==> src/rtl/timer_chain_pkg.sv <==
// Shared constants for the countdown timer: digit width and radix values,
// plus the default MM:SS modulus vector (digit 0 in the low nibble).
package timer_chain_pkg;

  localparam int DW_DEF     = 4;
  localparam int RADIX_DEC  = 10;
  localparam int RADIX_SEXT = 6;

  // min-tens, min-units, sec-tens, sec-units
  localparam logic [15:0] RADIX_MMSS = {4'(RADIX_SEXT), 4'(RADIX_DEC),
                                        4'(RADIX_SEXT), 4'(RADIX_DEC)};

  // A DW-bit radix field of all zeros stands for the full 2^DW modulus.
  function automatic int field_to_mod(input int field, input int dw);
    return (field == 0) ? (1 << dw) : field;
  endfunction

endpackage

==> src/rtl/timer_digit.sv <==
// One down-counting digit of modulus MOD: clamped parallel load and
// decrement that reloads MOD-1 when it borrows out of zero.
module timer_digit #(
  parameter int DW  = 4,
  parameter int MOD = 10
)(
  input  logic          clock,
  input  logic          clrn,
  input  logic          load,
  input  logic [DW-1:0] ld_val,
  input  logic          dec,
  output logic [DW-1:0] q,
  output logic          is_zero
);

  localparam logic [DW-1:0] MAX = DW'(MOD - 1);

  logic over;

  // Compare one bit wider so a modulus of 2^DW never clamps.
  assign over    = ({1'b0, ld_val} >= (DW+1)'(MOD));
  assign is_zero = (q == '0);

  // Digit register: load beats decrement; out-of-range loads saturate to MAX.
  always_ff @(posedge clock or negedge clrn) begin
    if (!clrn)     q <= '0;
    else if (load) q <= over ? MAX : ld_val;
    else if (dec)  q <= is_zero ? MAX : q - DW'(1);
  end

endmodule

==> src/rtl/timer_chain.sv <==
// Multi-digit mixed-radix countdown timer. Digits borrow from the digit
// above when every lower digit is zero; all-zero either holds or wraps.
module timer_chain
  import timer_chain_pkg::*;
#(
  parameter int                 NDIG  = 4,
  parameter int                 DW    = DW_DEF,
  parameter logic [NDIG*DW-1:0] RADIX = RADIX_MMSS,
  parameter bit                 WRAP  = 1'b0
)(
  input  logic               clock,
  input  logic               clrn,
  input  logic               loadn,
  input  logic               enable,
  input  logic [NDIG*DW-1:0] data,
  output logic [NDIG*DW-1:0] digits,
  output logic               zero,
  output logic               tc,
  output logic               done
);

  logic [NDIG-1:0] is_zero;
  logic [NDIG-1:0] borrow;
  logic [NDIG-1:0] dec;
  logic            step;
  logic            load;
  logic            upper_zero;
  logic            at_one;

  assign load = ~loadn;
  assign step = loadn & enable;
  assign zero = &is_zero;
  assign tc   = enable & zero;

  for (genvar i = 0; i < NDIG; i++) begin : g_dig
    localparam int MOD = field_to_mod(int'(RADIX[DW*i +: DW]), DW);

    if (i == 0) begin : g_lsb
      assign borrow[i] = 1'b1;
    end else begin : g_up
      assign borrow[i] = &is_zero[i-1:0];
    end

    // At all-zero a step only proceeds in wrap mode, where every digit
    // borrows and reloads its max in one go.
    assign dec[i] = step & borrow[i] & (~zero | WRAP);

    timer_digit #(
      .DW  (DW),
      .MOD (MOD)
    ) u_digit (
      .clock   (clock),
      .clrn    (clrn),
      .load    (load),
      .ld_val  (data[DW*i +: DW]),
      .dec     (dec[i]),
      .q       (digits[DW*i +: DW]),
      .is_zero (is_zero[i])
    );
  end

  if (NDIG == 1) begin : g_one
    assign upper_zero = 1'b1;
  end else begin : g_many
    assign upper_zero = &is_zero[NDIG-1:1];
  end

  // The only value a single step takes to all-zero is exactly one.
  assign at_one = (digits[DW-1:0] == DW'(1)) & upper_zero;

  // Completion pulse lines up with the first cycle digits read all-zero.
  always_ff @(posedge clock or negedge clrn) begin
    if (!clrn) done <= 1'b0;
    else       done <= step & at_one;
  end

endmodule

==> config.mk <==
export PLATFORM = sky130hd
export DESIGN_NAME = timer_chain
export DESIGN_NICKNAME = d
export VERILOG_FILES = /design/src/rtl/timer_chain_pkg.sv /design/src/rtl/timer_digit.sv /design/src/rtl/timer_chain.sv
export SDC_FILE = /design/constraint.sdc
export NUM_CORES = 1
export LEC_CHECK = 0
export ABC_CLOCK_PERIOD_IN_PS = 1800
export CORE_AREA = 8 8 60 62
export CTS_BUF_LIST = sky130_fd_sc_hd__clkbuf_2 sky130_fd_sc_hd__clkbuf_4 sky130_fd_sc_hd__clkbuf_8
export CTS_CLUSTER_DIAMETER = 50
export DETAILED_ROUTE_END_ITERATION = 10
export DIE_AREA = 0 0 68 70
export GPL_TIMING_DRIVEN = 0
export PLACE_DENSITY_LB_ADDON = 0.05
export SLEW_MARGIN = 5
export SYNTH_ARGS = -nofsm -noshare
export SYNTH_HDL_FRONTEND = slang
export SYNTH_SLANG_ARGS = --single-unit
export TNS_END_PERCENT = 100
==> constraint.sdc <==
create_clock -name clock -period 1.8 [get_ports clock]
set_input_delay 0.36 -clock clock [delete_from_list [all_inputs] [get_ports clock]]
set_output_delay 0.36 -clock clock [all_outputs]
set_load 0.01 [all_outputs]
# ---- After elaboration in Yosys (flattened, before gate mapping)
# Index checks and enable logic that the tools add are counted.
dict set report op_classes {
  n_addsub 4
  multipliers 0
  div_mod_pow 0
  n_lt_le_gt_ge 4
  eq_ne 5
  n_shift 0
  mux 16
  n_bitwise 12
  reduce_logical 8
}
# op count
set op_table {}
lappend op_table {{$mux W4} 16}
lappend op_table {{$logic_not A4 Y1} 4}
lappend op_table {{$sub A4 B1 Y4 const B} 4}
lappend op_table {{$and A1 B1 Y1} 11}
lappend op_table {{$ge A4 B3 Y1 const B} 2}
lappend op_table {{$ge A4 B4 Y1 const B} 2}
lappend op_table {{$ne A2 B1 Y1 const B} 4}
lappend op_table {{$reduce_and A3 Y1} 2}
lappend op_table {{$eq A4 B1 Y1 const B} 1}
lappend op_table {{$reduce_and A4 Y1} 1}
lappend op_table {{$reduce_and A2 Y1} 1}
lappend op_table {{$not A1 Y1} 1}
dict set report word_totals {
  reg_bits 17
  latchBits 0
  ramBits 0
  rom_bits 0
  input_bits 20
  output_inout_bits 19
  wordCells 54
  memories 0
}

# ---- Logic depth before layout (Yosys ltp)
# Gate-level depths: netlist of the first run.
dict set report logic_depth {
  depth_word 6
  ltp_mapped 4
  depth_no_buf 4
}

# ---- Modules after synthesis
# Synthesis of the first run repeated with hierarchy kept, for this count alone.
dict set report unflattened {
  hier_cells 103
  area_unflattened_um2 1017.2
}
# mod instances cells_each area_per_inst_um2 seq_area_each_um2
set by_module_without_submodules {}
lappend by_module_without_submodules {{timer_digit at g_dig[0].u_digit ...} 2 23 239.0 100.1}
lappend by_module_without_submodules {{timer_digit at g_dig[1].u_digit ...} 2 22 210.2 100.1}
lappend by_module_without_submodules {timer_chain 1 13 118.9 25.0}

# ---- Least setup slack after synthesis of the first run
# Ideal clock, no wire load.
dict set report synth_path {
  kind {reg2out}
  start {register g_dig[1].u_digit.q[1]}
  end {output port tc}
  arrival_ns 1.826
  required_ns 1.440
  setup_slack_ns -0.386
  stages_incl_launch_ff 4
  n_path_buf 0
  cell_sequence {dfrtp_1 -> or4_4 -> or3_2 -> nor3_1}
}
dict set report synth_via {
  elab_chain_len 3
}
# element line_no
set synth_lines {}
lappend synth_lines {{start, declared} timer_digit.sv:12} ;# output logic [DW-1:0] q,
lappend synth_lines {{start signal, assigned} timer_digit.sv:27} ;# else if (load) q <= over ? MAX : ld_val;
lappend synth_lines {{start signal, assigned} timer_digit.sv:28} ;# else if (dec) q <= is_zero ? MAX : q - DW'(1);
lappend synth_lines {{$logic_not A4 Y1} timer_digit.sv:22} ;# assign is_zero = (q == '0);
lappend synth_lines {{$reduce_and A4 Y1} timer_chain.sv:32} ;# assign zero = &is_zero;
lappend synth_lines {{$and A1 B1 Y1} timer_chain.sv:33} ;# assign tc = enable & zero;
lappend synth_lines {{end, declared} timer_chain.sv:18} ;# output logic tc,
# No other way between the ends.

# ---- Worst setup path in the final report of the first run
dict set report layout_path {
  start {register g_dig[1].u_digit.q[0]}
  end {output port tc}
}
# The elaborated chain is that of the path after synthesis.

==> run_results.csv, run 1 <==
group,metric,value,unit
finish,drive_gt1_share,30.7,%
floorplan,coreArea,0.00266,mm2
yosys,synth_common_cells,"17 x dfrtp_1, 13 x nor2_1, 12 x o21ai_0",
finish,final_area,0.00174,mm2
route,wl_met3,233,um
critical_path,path_class,"reg2out",
route,post_drt_wl_per_cell,17.3,um
timing,rsz0062_at_grt,"yes",
placed_design,dpl_worst_slack,-0.756,ns
timing,fmax,0.418,GHz
clocking,h-tree-depth,1,
critical_path,arrival,2.03,ns
placed_design,gp_congestion,0.854,
timing,fin_skew,0.00538,ns
yosys,syn_nets,136,
yosys,synth_cells,116,
finish,multi_input_area,671,um2
route,drt-initial-drc-count,112,
route,drc,0,
power_and_ir_drop,internal_power,0.683,mW
placed_design,place_inst,185,
power_and_ir_drop,leakage,0.741,nW
global_routing,grt_pass1_vias,1213,
yosys,avgSynthCellArea,9.03,um2
yosys,synth_area_leader_cell,"dfrtp_1",
timing,worst_slew_pin_slew,0.818,ns
yosys,synth_top_area_share,40.6,%
floorplan,die_h,70,um
floorplan,die_area,0.00476,mm2
floorplan,pin_count,39,
critical_path,cp.required,1.44,ns
power_and_ir_drop,p_clk_share,23.6,%
clocking,clock_sink_count,17,
route,wl,3630,um
timing,hold_viol_final,0,
timing,slew_headroom,45.3,%
clocking,cts_tree,"yes",
timing,final.setup.tns,-3.75,ns
route,drtPass1Iterations,4,
placed_design,port_buffers,38,
global_routing,grt_pass1_wl,5710,um
clocking,cts_hold_buf,0,
timing,final_max_slew_viol_count,0,
placed_design,place_area,0.00150,mm2
critical_path,r2r_cells,9,
global_routing,antenna_found_initial,0,
yosys,ys_types,38,
min_path,hold_path_class,"in2reg",
yosys,synth_warnings,0,
clocking,cts_buffer_depth,2,
yosys,syn-cell-area,0.00105,mm2
timing,setup_violations,16,
placed_design,place_hpwl,2380,um
route,antenna_left,0,
clocking,root_buffer,"clkbuf_4",
power_and_ir_drop,p_seq_share,46.5,%
power_and_ir_drop,p_comb_share,29.9,%
critical_path,path_max_fanout,3,
clocking,clk_pin_slew,0.11,ns
global_routing,grt_overflow_total,0,
timing,holdWs,0.402,ns
yosys,synthMostInstantiatedCell,"dfrtp_1",
route,vias,1218,
run_status,failed_checks,"negative setup slack",
power_and_ir_drop,pwr_density_cell,576,mW/mm2
finish,fin_nets,200,
timing,finalCritPeriodShare,133,%
finish,post-route-util,65.5,%
power_and_ir_drop,ir_drop,0.000516,V
timing,finalCriticalPeriod,2.39,ns
yosys,yosys-top-cells-area,"dfrtp_1 41%, o21ai_0 5.7%, nor2_1 4.7%, nor4_4 4.1%, nor3_1 3.3%",
yosys,synth_edf_count,0,
floorplan,dieWidth,68,um
yosys,synthFlopType,"dfrtp_1",
run_status,outcome,"complete, but fails checks",
floorplan,rows,19,
route,drt-met1-wl,1540,um
critical_path,end_kind,"output pin",
run,maxCapViolations,0,
yosys,ys_seq_elements,17,
route,maxUsedRoutingLayer,"met4",
finish,area_delta_synth_final,66.5,%
route,vias_per_cell,5.80,
global_routing,grt_usage,15.0,%
finish,nFillCells,226,
timing,timing.final.ws_setup,-0.595,ns
critical_path,cp-start-kind,"flop",
global_routing,grt_max_degree,18,
power_and_ir_drop,p_sw,0.322,mW
clocking,clkLatencyLatePin,0.30,ns
finish,final_cells,210,
min_path,worstHoldPathCells,3,
route,wl_met2,1810,um
finish,seq_area,433,um2
power_and_ir_drop,swShare,32.0,%
yosys,async_flop_share,100,%
clocking,cts_buffers,3,
floorplan,start_util,39.3,%
power_and_ir_drop,finalPower,1.00,mW
finish,antenna_cells,0,
yosys,ys_seq_area_share,40.6,%
==> cells in the final DEF (no fill, tap or decap), types with 3 or more instances in the layout <==
cell type        count
nor3_1               5
inv_1                3
nor3_4               3
a31oi_1              5
clkbuf_4             4
nand2b_1             4
o21ai_0             11
a21oi_1              4
nor2_1              11
buf_4               17
buf_6                4
nand2_1              4
nor4_1               3
nand3_1              4
dfrtp_1             11
dfrtp_2              6
clkdlybuf4s50_1     34
nand4_1              3
mux2i_1              3
==> sequential cells by signal, indices dropped and copies added, names as in the netlist <==
name,cells
done,1
g_dig.u_digit.q,16
==> power groups by stage <==
stage / clock [mW] / sequential (mW) / combinational (mW)
finish: 0.237 / 0.467 / 0.300
global route: 0.261 / 0.473 / 0.327
CTS: 0.243 / 0.464 / 0.279
detailed placement: 0 / 0.470 / 0.249
global placement: 0 / 0.467 / 0.245
floorplan: 0 / 0.474 / 0.0993
==> layout make-up <==
class / instances / area share [%]
multi-input cells: 93 / 38.5
repair buffers: 59 / 31.4
flip-flops and latches: 17 / 24.8
well taps: 31 / 2.22
clock buffers: 4 / 1.72
plain buffers: 3 / 0.717
inverters: 3 / 0.646
==> path summary, 6_finish.rpt <==
check	start	to	slack (ns)
max in group asynchronous	clrn	g_dig[0].u_digit.q[0]	0.72
setup reg to reg	g_dig[1].u_digit.q[0]	g_dig[3].u_digit.q[0]	-0.36
setup / recovery	g_dig[1].u_digit.q[0]	tc	-0.59
hold reg to reg	g_dig[3].u_digit.q[3]	g_dig[3].u_digit.q[3]	0.62
hold / removal	enable	done	0.40
min in group asynchronous	clrn	g_dig[3].u_digit.q[0]	0.52
==> worst max-delay path, stage by stage (launching register included) <==
cell	delay, ns
dfrtp_1	0.42
or4_4	0.55
buf_6	0.14
or3_4	0.38
nor3_4	0.11
buf_2	0.15
==> timing repair <==
action                     CTS  global route
resized for setup           25             9
pin swaps                   12            16
hold endpoints to repair     0             0
buffers inserted            12            13
setup endpoints to repair   16            20
==> routing by layer <==
layer  global-route usage, %  vias up
li1                        -      576
met1                    18.7      602
met2                    24.1       36
met3                    3.35        4
met4                    5.24        0
met5                       0        -
==> cell families after synthesis <==
| kind of cell | count (synthesis) | synth area share, % |
|---|---|---|
| flops | 17 | 40.6 |
| mux | 3 | 2.87 |
| simple gates | 58 | 34.6 |
| buf+inv | 6 | 2.15 |
| compound gates | 32 | 19.7 |
(Power assumes the default switching activity.)
==> inputs of run 2 (changes only) <==
- CAP_MARGIN: default -> 20
==> results of run 2 <==
Same layout as run 1: the final DEF is identical, and so are final timing and power.
